`config.mk`:
```
export PLATFORM = sky130hd
export DESIGN_NAME = render_sched_flat
export DESIGN_NICKNAME = d
export VERILOG_FILES = /design/src/rtl/render_sched_if.sv /design/src/rtl/render_sched.sv /design/src/flat_wrapper.sv
export SDC_FILE = /design/constraint.sdc
export NUM_CORES = 1
export LEC_CHECK = 0
export ABC_AREA = 1
export BUFFER_PORTS_ARGS = -buffer_cell sky130_fd_sc_hd__buf_2
export CORE_AREA = 2 2 124 126
export DETAILED_ROUTE_END_ITERATION = 12
export DIE_AREA = 0 0 126 128
export PLACE_DENSITY = 0.45
export SYNTH_ARGS = -nofsm -noshare
export SYNTH_HDL_FRONTEND = slang
export SYNTH_SLANG_ARGS = --single-unit
```
`constraint.sdc`:
```
create_clock -name clk_i -period 1.9 [get_ports clk_i]
set_input_delay 0 -clock clk_i [delete_from_list [all_inputs] [get_ports clk_i]]
set_output_delay 0 -clock clk_i [all_outputs]
set_load 0.03 [all_outputs]
```
`src/rtl/render_sched_if.sv`:
```
// ---------------------------------------------------------------------------
// render_sched_if
// Control/handshake bundle between the frame scheduler and its neighbours:
// the game logic (mode, frame requests, error clear) and the draw engines and
// frame memory (start/done handshakes, clear strobe, status).
//
//   auto_mode    1 = self-timed frames, 0 = frame_tick-triggered
//   frame_tick   single-cycle frame request
//   obj_en       per-object enable mask (sampled at frame start)
//   obj_done     per-object completion pulse from the draw engines
//   err_clr      clears the sticky timeout flag
//   clr_req      frame-memory clear strobe
//   obj_start    one-hot start pulse to a draw engine
//   busy         scheduler is inside a frame
//   frame_done   one-cycle end-of-frame pulse
//   cur_obj      index of the object currently issued or awaited
//   frame_cnt    completed frames (wrapping)
//   skip_cnt     frame requests dropped while busy (saturating)
//   timeout_err  sticky watchdog error flag
//
// slave  : the scheduler itself.
// master : the surrounding system (game logic plus draw engines).
// ---------------------------------------------------------------------------
interface render_sched_if #(
   parameter int N_OBJ = 4,
   parameter int IDX_W = 2
) ();
   logic             auto_mode;
   logic             frame_tick;
   logic [N_OBJ-1:0] obj_en;
   logic [N_OBJ-1:0] obj_done;
   logic             err_clr;
   logic             clr_req;
   logic [N_OBJ-1:0] obj_start;
   logic             busy;
   logic             frame_done;
   logic [IDX_W-1:0] cur_obj;
   logic [15:0]      frame_cnt;
   logic [7:0]       skip_cnt;
   logic             timeout_err;

   modport slave (
      input  auto_mode, frame_tick, obj_en, obj_done, err_clr,
      output clr_req, obj_start, busy, frame_done, cur_obj,
             frame_cnt, skip_cnt, timeout_err
   );

   modport master (
      output auto_mode, frame_tick, obj_en, obj_done, err_clr,
      input  clr_req, obj_start, busy, frame_done, cur_obj,
             frame_cnt, skip_cnt, timeout_err
   );
endinterface

```
`src/rtl/render_sched.sv`:
```
// ---------------------------------------------------------------------------
// render_sched
// Frame-level controller: for every display frame it strobes the frame-memory
// clear, then starts each enabled draw engine in ascending index order and
// waits for its done pulse (guarded by a per-object watchdog), and finally
// emits frame_done. Frames start on frame_tick, or in auto mode after an idle
// gap of IDLE_MAX cycles.
//
// Ports:
//   clk_i     system clock, all state on the rising edge
//   rst_ni    asynchronous active-low reset
//   sched_if  render_sched_if.slave bundle (see the interface file)
// ---------------------------------------------------------------------------
module render_sched #(
   parameter int N_OBJ    = 4,
   parameter int IDLE_MAX = 1000,
   parameter int TIMEOUT  = 65535,
   parameter int IDX_W    = 2
) (
   input  logic          clk_i,
   input  logic          rst_ni,
   render_sched_if.slave sched_if
);

   localparam int IDLE_W = (IDLE_MAX < 1) ? 1 : $clog2(IDLE_MAX + 1);
   localparam int WD_W   = (TIMEOUT  < 1) ? 1 : $clog2(TIMEOUT + 1);

   typedef enum logic [2:0] {
      S_IDLE,
      S_CLR,
      S_CLR_WAIT,
      S_ISSUE,
      S_WAIT_DONE,
      S_FINISH
   } state_t;

   state_t            state_q, state_d;
   logic [N_OBJ-1:0]  en_q, en_d;
   logic [IDX_W-1:0]  cur_obj_q, cur_obj_d;
   logic [IDLE_W-1:0] idle_q, idle_d;
   logic [WD_W-1:0]   wd_q, wd_d;
   logic [15:0]       frame_cnt_q, frame_cnt_d;
   logic [7:0]        skip_cnt_q, skip_cnt_d;
   logic              timeout_err_q, timeout_err_d;

   logic              first_vld;
   logic [IDX_W-1:0]  first_idx;
   logic              next_vld;
   logic [IDX_W-1:0]  next_idx;
   logic              done_hit;
   logic              wd_expired;
   logic              timeout_set;

   // Lowest enabled object overall, and lowest enabled object above cur_obj.
   // Scanning downwards lets the last hit (the lowest index) win.
   always_comb begin
      first_vld = 1'b0;
      first_idx = '0;
      next_vld  = 1'b0;
      next_idx  = '0;
      for (int i = N_OBJ - 1; i >= 0; i--) begin
         if (en_q[i]) begin
            first_vld = 1'b1;
            first_idx = IDX_W'(i);
         end
         if (en_q[i] && (i > int'(cur_obj_q))) begin
            next_vld = 1'b1;
            next_idx = IDX_W'(i);
         end
      end
   end

   // Only the awaited engine's done bit matters; stray done bits are ignored.
   assign done_hit   = sched_if.obj_done[cur_obj_q];
   assign wd_expired = (wd_q == WD_W'(TIMEOUT));

   always_comb begin
      state_d     = state_q;
      en_d        = en_q;
      cur_obj_d   = cur_obj_q;
      idle_d      = idle_q;
      wd_d        = wd_q;
      frame_cnt_d = frame_cnt_q;
      timeout_set = 1'b0;

      case (state_q)
         S_IDLE: begin
            if (sched_if.auto_mode) begin
               if (idle_q == IDLE_W'(IDLE_MAX)) begin
                  state_d = S_CLR;
                  idle_d  = '0;
                  en_d    = sched_if.obj_en;
               end else begin
                  idle_d = idle_q + IDLE_W'(1);
               end
            end else begin
               // Gap counter only runs while self-timed.
               idle_d = '0;
               if (sched_if.frame_tick) begin
                  state_d = S_CLR;
                  en_d    = sched_if.obj_en;
               end
            end
         end

         S_CLR: state_d = S_CLR_WAIT;

         S_CLR_WAIT: begin
            if (first_vld) begin
               cur_obj_d = first_idx;
               state_d   = S_ISSUE;
            end else begin
               state_d = S_FINISH;
            end
         end

         S_ISSUE: begin
            wd_d    = '0;
            state_d = S_WAIT_DONE;
         end

         S_WAIT_DONE: begin
            if (done_hit || wd_expired) begin
               // A done arriving on the expiry cycle still counts as success.
               timeout_set = !done_hit;
               if (next_vld) begin
                  cur_obj_d = next_idx;
                  state_d   = S_ISSUE;
               end else begin
                  state_d = S_FINISH;
               end
            end else begin
               wd_d = wd_q + WD_W'(1);
            end
         end

         S_FINISH: begin
            frame_cnt_d = frame_cnt_q + 16'd1;
            idle_d      = '0;
            state_d     = S_IDLE;
         end

         default: state_d = S_IDLE;
      endcase
   end

   // Requests that arrive mid-frame are dropped and tallied; auto mode
   // ignores frame_tick entirely.
   always_comb begin
      skip_cnt_d = skip_cnt_q;
      if (!sched_if.auto_mode && sched_if.frame_tick &&
          (state_q != S_IDLE) && (skip_cnt_q != 8'hFF)) begin
         skip_cnt_d = skip_cnt_q + 8'd1;
      end
   end

   // Set has priority over clear so a coincident timeout is never lost.
   always_comb begin
      timeout_err_d = timeout_err_q;
      if (timeout_set) begin
         timeout_err_d = 1'b1;
      end else if (sched_if.err_clr) begin
         timeout_err_d = 1'b0;
      end
   end

   always_ff @(posedge clk_i or negedge rst_ni) begin
      if (!rst_ni) begin
         state_q       <= S_IDLE;
         en_q          <= '0;
         cur_obj_q     <= '0;
         idle_q        <= '0;
         wd_q          <= '0;
         frame_cnt_q   <= '0;
         skip_cnt_q    <= '0;
         timeout_err_q <= 1'b0;
      end else begin
         state_q       <= state_d;
         en_q          <= en_d;
         cur_obj_q     <= cur_obj_d;
         idle_q        <= idle_d;
         wd_q          <= wd_d;
         frame_cnt_q   <= frame_cnt_d;
         skip_cnt_q    <= skip_cnt_d;
         timeout_err_q <= timeout_err_d;
      end
   end

   // Outputs decode registered state only, so reset clears them immediately.
   logic [N_OBJ-1:0] start_vec;

   for (genvar gi = 0; gi < N_OBJ; gi++) begin : g_start
      assign start_vec[gi] = (state_q == S_ISSUE) && (cur_obj_q == IDX_W'(gi));
   end

   assign sched_if.clr_req     = (state_q == S_CLR);
   assign sched_if.obj_start   = start_vec;
   assign sched_if.busy        = (state_q != S_IDLE);
   assign sched_if.frame_done  = (state_q == S_FINISH);
   assign sched_if.cur_obj     = cur_obj_q;
   assign sched_if.frame_cnt   = frame_cnt_q;
   assign sched_if.skip_cnt    = skip_cnt_q;
   assign sched_if.timeout_err = timeout_err_q;

endmodule

```
`src/flat_wrapper.sv`:
```
// flat-port wrapper written by rule: the top's interface ports become plain ports
module render_sched_flat 
#(
   parameter int N_OBJ    = 4,
   parameter int IDLE_MAX = 1000,
   parameter int TIMEOUT  = 65535,
   parameter int IDX_W    = 2
)
  (clk_i, rst_ni, sched_if_auto_mode, sched_if_frame_tick, sched_if_obj_en, sched_if_obj_done, sched_if_err_clr, sched_if_clr_req, sched_if_obj_start, sched_if_busy, sched_if_frame_done, sched_if_cur_obj, sched_if_frame_cnt, sched_if_skip_cnt, sched_if_timeout_err);
  render_sched_if #(.N_OBJ(N_OBJ), .IDX_W(IDX_W)) sched_if_i ();
  input  logic clk_i;
  input  logic rst_ni;
  input wire logic [$bits(sched_if_i.auto_mode)-1:0] sched_if_auto_mode;
  input wire logic [$bits(sched_if_i.frame_tick)-1:0] sched_if_frame_tick;
  input wire logic [$bits(sched_if_i.obj_en)-1:0] sched_if_obj_en;
  input wire logic [$bits(sched_if_i.obj_done)-1:0] sched_if_obj_done;
  input wire logic [$bits(sched_if_i.err_clr)-1:0] sched_if_err_clr;
  output wire logic [$bits(sched_if_i.clr_req)-1:0] sched_if_clr_req;
  output wire logic [$bits(sched_if_i.obj_start)-1:0] sched_if_obj_start;
  output wire logic [$bits(sched_if_i.busy)-1:0] sched_if_busy;
  output wire logic [$bits(sched_if_i.frame_done)-1:0] sched_if_frame_done;
  output wire logic [$bits(sched_if_i.cur_obj)-1:0] sched_if_cur_obj;
  output wire logic [$bits(sched_if_i.frame_cnt)-1:0] sched_if_frame_cnt;
  output wire logic [$bits(sched_if_i.skip_cnt)-1:0] sched_if_skip_cnt;
  output wire logic [$bits(sched_if_i.timeout_err)-1:0] sched_if_timeout_err;
  assign sched_if_i.auto_mode = sched_if_auto_mode;
  assign sched_if_i.frame_tick = sched_if_frame_tick;
  assign sched_if_i.obj_en = sched_if_obj_en;
  assign sched_if_i.obj_done = sched_if_obj_done;
  assign sched_if_i.err_clr = sched_if_err_clr;
  assign sched_if_clr_req = sched_if_i.clr_req;
  assign sched_if_obj_start = sched_if_i.obj_start;
  assign sched_if_busy = sched_if_i.busy;
  assign sched_if_frame_done = sched_if_i.frame_done;
  assign sched_if_cur_obj = sched_if_i.cur_obj;
  assign sched_if_frame_cnt = sched_if_i.frame_cnt;
  assign sched_if_skip_cnt = sched_if_i.skip_cnt;
  assign sched_if_timeout_err = sched_if_i.timeout_err;
  render_sched #(.N_OBJ(N_OBJ), .IDLE_MAX(IDLE_MAX), .TIMEOUT(TIMEOUT), .IDX_W(IDX_W)) u_core (.clk_i(clk_i), .rst_ni(rst_ni), .sched_if(sched_if_i));
endmodule
```
==> results of run 1 <==
==> per-layer routing <==
layer | vias to the layer above | GRT usage
li1 | 1749 | -
met5 | - | 0
met3 | 14 | 0.0330
met2 | 58 | 0.196
met1 | 1597 | 0.154
met4 | 0 | 0.0595
==> final cells by class <==
cell class                      instances  area, um2  area share
Multi-Input combinational cell        384       1870       0.412
Clock inverter                          4       97.6      0.0215
Sequential cell                        60       1500       0.331
Clock buffer                           12        236      0.0521
Tap cell                              188        235      0.0518
Inverter                               55        208      0.0457
Timing Repair Buffer                   64        393      0.0865
==> cells in the mapped netlist (all sizes together) (3+ instances only) <==
cell | n | area [um2]
nand3 | 59 | 308
xor2 | 14 | 123
a21oi | 3 | 15.0
o21ai | 17 | 85.1
o22ai | 4 | 25.0
dfrtp | 60 | 1500
xnor2 | 10 | 87.6
ha | 5 | 62.6
nand4 | 15 | 109
nor3 | 8 | 40.0
buf | 5 | 37.5
clkbuf | 3 | 11.3
inv | 54 | 203
nor2 | 59 | 241
nand2 | 181 | 697
o21bai | 3 | 26.3
==> how the worst max path moves through the flow <==
stage	start	end	slack [ns]	cells after the start
after floorplan	u_core.state_q[2]	sched_if_obj_start[0]	0.33	4
after global placement	u_core.wd_q[0]	u_core.wd_q[9]	0.21	8
after detailed placement	u_core.wd_q[0]	u_core.wd_q[9]	0.13	8
after CTS	u_core.wd_q[0]	u_core.wd_q[9]	0.13	8
after global routing	u_core.wd_q[0]	u_core.wd_q[10]	0.0002	8
final	u_core.wd_q[0]	u_core.wd_q[9]	0.17	8
==> power by group through the flow <==
stage / clock network [mW] / logic, mW / registers, mW
4_1_cts: 1.94 / 1.72 / 1.77
3_5_place_dp: 0 / 1.70 / 1.79
3_3_place_gp: 0 / 1.71 / 1.78
6_report: 1.89 / 1.70 / 1.77
5_1_grt: 2.00 / 1.93 / 1.82
2_1_floorplan: 0 / 1.07 / 1.90
==> metrics by stage <==
stage / hold WS [ns] / setup slack (ns)
4_1_cts: 0.0868 / 0.130
6_report: 0.102 / 0.171
5_1_grt: 0.128 / 0.000193
2_1_floorplan: -0.296 / 0.326
3_3_place_gp: -0.0604 / 0.209
3_5_place_dp: -0.0621 / 0.132
==> cells by family after synthesis <==
logic type / count (synthesis) / share of synthesized area
DFF: 60 / 0.415
adders and majority gates: 5 / 0.0173
and+or+nand+nor: 327 / 0.395
buffers and inverters: 63 / 0.0709
AOI/OAI and AO/OA: 28 / 0.0439
xor gates and xnor gates: 24 / 0.0581
==> cells in the final DEF (no fill, tap or decap), types with 5 or more instances in the layout <==
| cell | n |
|---|---|
| buf_2 | 46 |
| buf_4 | 11 |
| clkbuf_16 | 9 |
| dfrtp_1 | 60 |
| dlygate4sd3_1 | 6 |
| ha_1 | 5 |
| inv_1 | 53 |
| nand2_1 | 176 |
| nand3_1 | 58 |
| nand4_1 | 14 |
| nor2_1 | 53 |
| nor2_2 | 5 |
| nor3_1 | 8 |
| o21ai_0 | 15 |
| xnor2_1 | 10 |
| xor2_1 | 14 |
==> registers in the layout (all words and copies together) (netlist names) <==
signal,flops
u_core.wd_q,16
u_core.sched_if.cur_obj,2
u_core.idle_q,10
u_core.state_q,3
u_core.sched_if.frame_cnt,16
u_core.sched_if.skip_cnt,8
u_core.sched_if.timeout_err,1
u_core.en_q,4
==> what timing repair did <==
item,4_1_cts,5_1_grt
hold endpoints to repair,65,0
setup endpoints to repair,0,8
setup buffers,0,0
hold buffers,6,0
gates resized for setup,0,1
==> impl_metrics.tcl, run 1 <==
set metrics [dict create \
    status "completed" \
    layout.nets 592 \
    htree_levels 3 \
    skew_ns 0.00830 \
    maxSlewViolCount 0 \
    internal-power_mw 3.32 \
    period_share 0.910 \
    p_leak_nw 2.24 \
    end_kind "register" \
    r2r_start "u_core.wd_q[0]" \
    grt_max_degree 32 \
    p_switching_mw 2.04 \
    wl_met1_mm 4.32 \
    cp_max_fo 14 \
    setup.worst_path.class "register to register" \
    fill_cells 1646 \
    utilization 0.306 \
    dp.cells 745 \
    cp_num_buf_inv 0 \
    hpwl_mm 6.70 \
    fp.dieH_um 128 \
    placed_cell_area_um2 4140 \
    insertion_delay_ns 0.34 \
    cts.clk_slew.worst_paths_ns 0.06 \
    ys_ff_latch 60 \
    reg2reg_to "u_core.wd_q[9]" \
    hold_violations 0 \
    share_seq_of_total_power 0.331 \
    worst_ep_required_time_ns 2.13 \
    reg2reg_slack_ns 0.17 \
    grt_overflow_total 0 \
    critPathLaunchType "register" \
    clk_path_buf_depth 2 \
    num_io_pins 47 \
    place_congestion 0.806 \
    final_layout_size_suffix_gt1_frac 0.154 \
    wl_met3_um 416 \
    tightest_slew_ns 0.409 \
    swShare 0.380 \
    crit_family "simple AND/OR/NAND/NOR gates" \
    fp.dieW_um 126 \
    cts_made_buffers 9 \
    die_area_um2 16100 \
    cts.sinks 60 \
    synth_fp_nets 525 \
    hold_path.class "primary input to asynchronous set/reset pin" \
    grt_pass1_wl_mm 15.9 \
    wl_per_cell_um 11.8 \
    power_frac_clock 0.352 \
    synth_area_per_cell_um2 7.14 \
    setup_tns_ns 0 \
    core.rowCount 45 \
    cts_tree "built" \
    synth-main-ff-cell "dfrtp_1" \
    firstDrtPassIters 4 \
    power.density_nw_per_um2 1180 \
    synth.distinct_cells 31 \
    fin_area_um2 4540 \
    grt_usage 0.123 \
    core_um2 14900 \
    path_cells "ha_1 > nand2_1 > nor2_2 > nand4_4 > nand2_8 > nand2_2 > nand2_1 > nand2_1" \
    synth-edff-count 0 \
    topRoutingLayerUsed "met4" \
    combPwrFrac 0.317 \
    antenna_left 0 \
    drtIter0Drc 250 \
    p_total_mw 5.36 \
    critPathSlowestCell "dfrtp_1" \
    peakVddDrop_v 0.000438 \
    antenna_found_initial 0 \
    port_buffers 46 \
    netlist_area_um2 3620 \
    cp_common_cell "nand2_1" \
    max_freq_mhz 578 \
    drc 0 \
    routed_via_density 4.46 \
    vias 3418 \
    period_needed_ns 1.73 \
    maxCapViolCount 0 \
    cpPeakStageDelay_ns 0.42 \
    rsz0062_at_grt "no" \
    worstPathArrival_ns 1.96 \
    setup_viol 0 \
    wl_met2_mm 4.11 \
    r2r_cells 8 \
    antennaDiodeCount 0 \
    max_slew_margin 0.727 \
    routed_wirelength_mm 9.06 \
    area_growth_pct 25.5 \
    yosysSeqAreaShare 0.415 \
    initial_utilization 0.244 \
    final_cells 767 \
    grt_pass1_vias 3314 \
    ys_async_sr_fraction 1.00 \
    root_buffer "clkbuf_16" \
    synthCells 507 \
    yosysWarnings 0 \
]
(Power assumes the default switching activity.)
==> run 2: changes to the inputs <==
Settings changed: ABC_AREA 1 to default, CORE_AREA 2 2 124 126 to 2 2 115 117, DIE_AREA 0 0 126 128 to 0 0 117 119, PLACE_DENSITY 0.45 to 0.46.
==> run 2 against run 1 <==
  * Critical path depth shrank 3
  * Area after synthesis shrank 15%
  * Clock power shrank 15%
  * Worst setup slack lost 0.089 ns
  * Largest power group is now combinational cells
  * Power shrank 4.0%
  * Final cell count shrank 22%
  * Sequential share of layout area grew 2.9 points
  * Non-clock buffer count grew 26
==> impl_metrics.tcl, run 2 <==
set metrics [dict create \
    antennaDiodeCount 0 \
    yosysTopAreaCellShare 0.487 \
    netlist_area_um2 3090 \
    core_um2 12900 \
    synth_fp_nets 342 \
    vias 2677 \
    synth-main-ff-cell "dfrtp_1" \
    setup.worst_path.class "register to register" \
    wl_per_cell_um 13.1 \
    maxCapViolCount 0 \
    r2r_cells 5 \
    cts_made_buffers 9 \
    htree_levels 3 \
    final_layout_size_suffix_gt1_frac 0.290 \
    dp.cells 575 \
    num_io_pins 47 \
    worstPathArrival_ns 2.06 \
    critPathSlowestCell "mux4_2" \
    root_buffer "clkbuf_16" \
    synth_area_per_cell_um2 9.52 \
    grt_pass1_wl_mm 12.8 \
    max_slew_margin 0.638 \
    synth.distinct_cells 46 \
    min_from "sched_if_frame_tick" \
    utilization 0.324 \
    synth.largest_area_cell "dfrtp_1" \
    skew_ns 0.00411 \
    dp_slack_ns -0.00900 \
    grt_overflow_total 0 \
    power.density_nw_per_um2 1230 \
    min_path_cells 3 \
    final_cells 596 \
    worst-path-stages 5 \
    routed_via_density 4.49 \
    fp.dieW_um 117 \
    ys_async_sr_fraction 1.00 \
    fill_cells 1368 \
    grt_max_degree 42 \
    status "completed" \
    yosysWarnings 0 \
    fin_ws_ns 0.0821 \
    initial_utilization 0.240 \
    r2r_start "u_core.sched_if.cur_obj[0]" \
    hold_path.class "primary input to register" \
    peakVddDrop_v 0.000426 \
    drc 0 \
    grt_usage 0.118 \
    synthCells 324 \
    path_cells "mux4_2 > nor2_4 > a21oi_2 > or4_1 > o21ai_1" \
    port_buffers 46 \
    fin_area_um2 4180 \
    ys_ff_latch 60 \
    rsz0062_at_grt "no" \
    p_leak_nw 1.94 \
    fp.dieH_um 119 \
    drtIter0Drc 105 \
    crit_family "simple AND/OR/NAND/NOR gates" \
    reg2reg_slack_ns 0.08 \
    synth_most_common_cell "dfrtp_1" \
    layout.nets 434 \
    period_share 0.957 \
    synthTopCellsByArea "dfrtp_1 49%, o21ai_0 4.5%, xnor2_1 4.5%, nand2_1 4.1%, nand4_1 3.0%" \
    cts.sinks 60 \
    whs_endpoint "u_core.state_q[0]" \
    cpPeakStageDelay_ns 0.55 \
    layout.cells.most_common "dfrtp_1" \
    cts.clk_slew.worst_paths_ns 0.05 \
    synth-edff-count 0 \
    final_cell_mix "58 x dfrtp_1, 46 x buf_2, 37 x buf_4" \
    die_area_um2 13900 \
    end_kind "register" \
    max_freq_mhz 550 \
    setup_viol 0 \
    reg2reg_to "u_core.wd_q[10]" \
    hold_violations 0 \
    hpwl_mm 5.67 \
    place_congestion 0.797 \
    routed_wirelength_mm 7.81 \
    worstSetupStartpoint "u_core.sched_if.cur_obj[0]" \
    period_needed_ns 1.82 \
    setup_tns_ns 0 \
    cp_max_fo 5 \
    core.rowCount 42 \
    antenna_found_initial 0 \
    maxSlewViolCount 0 \
    synthTopCellsByCount "60 x dfrtp_1, 34 x nand2_1, 28 x o21ai_0" \
    postCtsSetupBuffers 0 \
    firstDrtPassIters 4 \
    yosysSeqAreaShare 0.487 \
    placed_cell_area_um2 3790 \
    worst_ep_required_time_ns 2.14 \
    cp_num_buf_inv 0 \
    hold_slack_ns 0.0773 \
    insertion_delay_ns 0.32 \
    critPathLaunchType "register" \
    tightest_slew_ns 0.543 \
    p_total_mw 5.14 \
    area_growth_pct 35.4 \
    grt_pass1_vias 2608 \
    cts_tree "built" \
    antenna_left 0 \
    clk_path_buf_depth 2 \
]
run 2: worst max path at each step:
stage,to,slack [ns]
3_3_place_gp,u_core.wd_q[12],0.06
3_5_place_dp,u_core.wd_q[12],-0.009
6_report,u_core.wd_q[10],0.08
4_1_cts,u_core.wd_q[10],0.02
2_1_floorplan,u_core.sched_if.cur_obj[0],-0.06
5_1_grt,u_core.wd_q[10],0.001
run 2: cell type report:
cell class                 instances  area, um2  share of cell area
inverter                          15       56.3              0.0135
clock inverter                     5       52.6              0.0126
tap                              176        220              0.0527
multi-input combinational        240       1520               0.363
clock buffer                      10        239              0.0572
sequential                        60       1500               0.360
timing repair buffer              90        588               0.141
run 2: worst reg2reg max path: stages, from the launching register on:
cell and delay [ns]:
dfrtp_2 0.36, mux4_2 0.55, nor2_4 0.17, a21oi_2 0.10, or4_1 0.40, o21ai_1 0.16
run 2: cells by family after synthesis:
family,share of synthesized area
XOR/XNOR,0.0653
adder cells (fa/ha/maj),0.0203
buffers and inverters,0.0332
AND/OR/NAND/NOR,0.234
AO/OA/AOI/OAI,0.118
flip-flops,0.487
multiplexers,0.0426
run 2: report_power, final:
part           internal (mW)  leakage [nW]  switching, mW
clock                   1.04         0.144          0.580
combinational          0.757         0.994           1.04
sequential              1.50         0.806          0.231
run 2: repair_timing:
item / CTS / global route
pin swaps: 0 / 1
resized for setup: 1 / 7
endpoints found under the hold margin: 24 / 0
setup endpoints to repair: 3 / 16
hold buffers: 6 / 0
run 2: per-layer routing:
layer | vias to the layer above | track usage | wire length, um
li1 | 1339 | - | -
met1 | 1287 | 0.164 | 3810
met2 | 40 | 0.177 | 3670
met3 | 11 | 0.0244 | 225
met4 | 0 | 0.0507 | 111
met5 | - | 0 | 0
==> run 3: changes to the inputs <==
==> constraint.sdc (replaced) <==
create_clock -name clk_i -period 1.9 [get_ports clk_i]
set_input_delay 0.285 -clock clk_i [delete_from_list [all_inputs] [get_ports clk_i]]
set_output_delay 0.285 -clock clk_i [all_outputs]
set_load 0.03 [all_outputs]
==> run 3 against run 2 <==
  * Non-clock buffer count shrank 3
  * Combinational power grew 2%
  * Clock-buffer cell count grew 3
  * Die area is the same
  * Final cell count shrank 0.50%
  * Sequential cell count is the same
  * Clock power shrank 7%
==> impl_metrics.tcl, run 3 (same netlist as run 2, synthesis figures left out) <==
set metrics [dict create \
    status "completed" \
    share_seq_of_total_power 0.343 \
    cts_made_buffers 9 \
    routed_wirelength_mm 7.47 \
    drc 0 \
    setup.worst_path.class "register to primary output" \
    fp.dieW_um 117 \
    firstDrtPassIters 4 \
    p_leak_nw 1.93 \
    reg2reg_slack_ns 0.10 \
    period_needed_ns 1.83 \
    initial_utilization 0.240 \
    fill_cells 1319 \
    power.density_nw_per_um2 1230 \
    place_congestion 0.831 \
    final_layout_size_suffix_gt1_frac 0.295 \
    area_growth_pct 33.9 \
    hpwl_mm 5.60 \
    grt_usage 0.115 \
    period_share 0.964 \
    fp.dieH_um 119 \
    core_um2 12900 \
    cp_max_fo 5 \
    clk_path_buf_depth 2 \
    fin_ws_ns 0.0681 \
    antennaDiodeCount 0 \
    antenna_found_initial 0 \
    max_freq_mhz 546 \
    routed_via_density 4.47 \
    tightest_slew_ns 0.529 \
    worst_ep_required_time_ns 1.62 \
    end_kind "primary output" \
    grt_pass1_vias 2635 \
    combPwrFrac 0.362 \
    internal-power_mw 3.23 \
    placed_cell_area_um2 3800 \
    p_total_mw 5.07 \
    die_area_um2 13900 \
    final_cell_mix "59 x dfrtp_1, 43 x buf_2, 41 x buf_4" \
    fin_area_um2 4130 \
    num_io_pins 47 \
    wl_per_cell_um 12.6 \
    layout.nets 431 \
    drtIter0Drc 151 \
    grt_overflow_total 0 \
    setup_tns_ns 0 \
    root_buffer "clkbuf_16" \
    critPathLaunchType "register" \
    maxCapViolCount 0 \
    rsz0062_at_grt "yes" \
    swShare 0.363 \
    power_frac_clock 0.295 \
    setup_viol 0 \
    grt_max_degree 30 \
    hold_path.class "primary input to register" \
    port_buffers 46 \
    hold_violations 0 \
    cts_tree "built" \
    core.rowCount 42 \
    p_switching_mw 1.84 \
    max_slew_margin 0.647 \
    skew_ns 0.00620 \
    vias 2651 \
    htree_levels 3 \
    cts.clk_slew.worst_paths_ns 0.06 \
    dp_slack_ns -0.0320 \
    layout.cells.most_common "dfrtp_1" \
    cts.sinks 60 \
    worstPathArrival_ns 1.55 \
    insertion_delay_ns 0.32 \
    maxSlewViolCount 0 \
    grt_pass1_wl_mm 12.8 \
    antenna_left 0 \
    peakVddDrop_v 0.000386 \
]
==> run 3: changes by cell type in the layout (fill, tap and decap cells not counted), moves of 2 or more <==
cell / previous run / this run
clkbuf_1: 0 / 2
buf_4: 37 / 41
dlygate4sd3_1: 6 / 1
buf_2: 46 / 43
==> run 3: worst paths after layout <==
check,start,end,depth (start not counted)
worst min-delay path,sched_if_err_clr,u_core.sched_if.timeout_err,2
worst max register to register,u_core.state_q[2],u_core.wd_q[10],4
worst max-delay path,u_core.state_q[1],sched_if_obj_start[3],5
max in group asynchronous,rst_ni,u_core.idle_q[4],3
worst min register to register,u_core.sched_if.frame_cnt[15],u_core.sched_if.frame_cnt[15],1
min in group asynchronous,rst_ni,u_core.wd_q[13],2
==> run 3: critical path, stage by stage (launching register included) <==
cell     delay [ns]
dfrtp_1        0.39
buf_4          0.16
nor2b_2        0.16
and2_4         0.18
and3_1         0.17
buf_2          0.17
==> run 3: stage by stage <==
stage | utilization | std cells | hold WS [ns]
floorplan | - | 324 | -0.0106
global placement | 0.295 | 576 | 0.295
detailed placement | 0.295 | 576 | 0.302
CTS | 0.317 | 592 | 0.156
global route | 0.321 | 593 | 0.163
finish | 0.321 | 593 | 0.168
==> run 3: metal layers <==
layer / wire, um / track usage / share of wire / up-vias
met5: 0 / 0 / 0 / -
met4: 74 / 0.0309 / 0.0099 / 0
met3: 280 / 0.0331 / 0.038 / 6
met2: 3550 / 0.183 / 0.47 / 34
met1: 3570 / 0.153 / 0.48 / 1276
li1: - / - / - / 1335
==> run 3: repair_timing <==
item | 4_1_cts | 5_1_grt
pin swaps | 0 | 2
endpoints found under the setup margin | 5 | 27
buffers inserted | 0 | 1
hold endpoints to repair | 19 | 0
gates resized for setup | 3 | 9
hold buffers | 1 | 0
==> run 3: power groups by stage <==
stage                     logic [mW]  clock network [mW]  registers [mW]
final                           1.83                1.50            1.74
after global routing            2.04                1.59            1.78
after CTS                       1.83                1.54            1.73
after detailed placement        1.81                   0            1.75
after global placement          1.79                   0            1.74
after floorplan                0.963                   0            1.90
==> run 3: layout make-up <==
type	instances	area, um2	share of cell area
Inverter	15	56.3	0.0136
Clock buffer	13	260	0.0630
Sequential cell	60	1500	0.364
Multi-Input combinational cell	240	1520	0.368
Tap cell	176	220	0.0533
Clock inverter	2	10.0	0.00242
Timing Repair Buffer	87	561	0.136
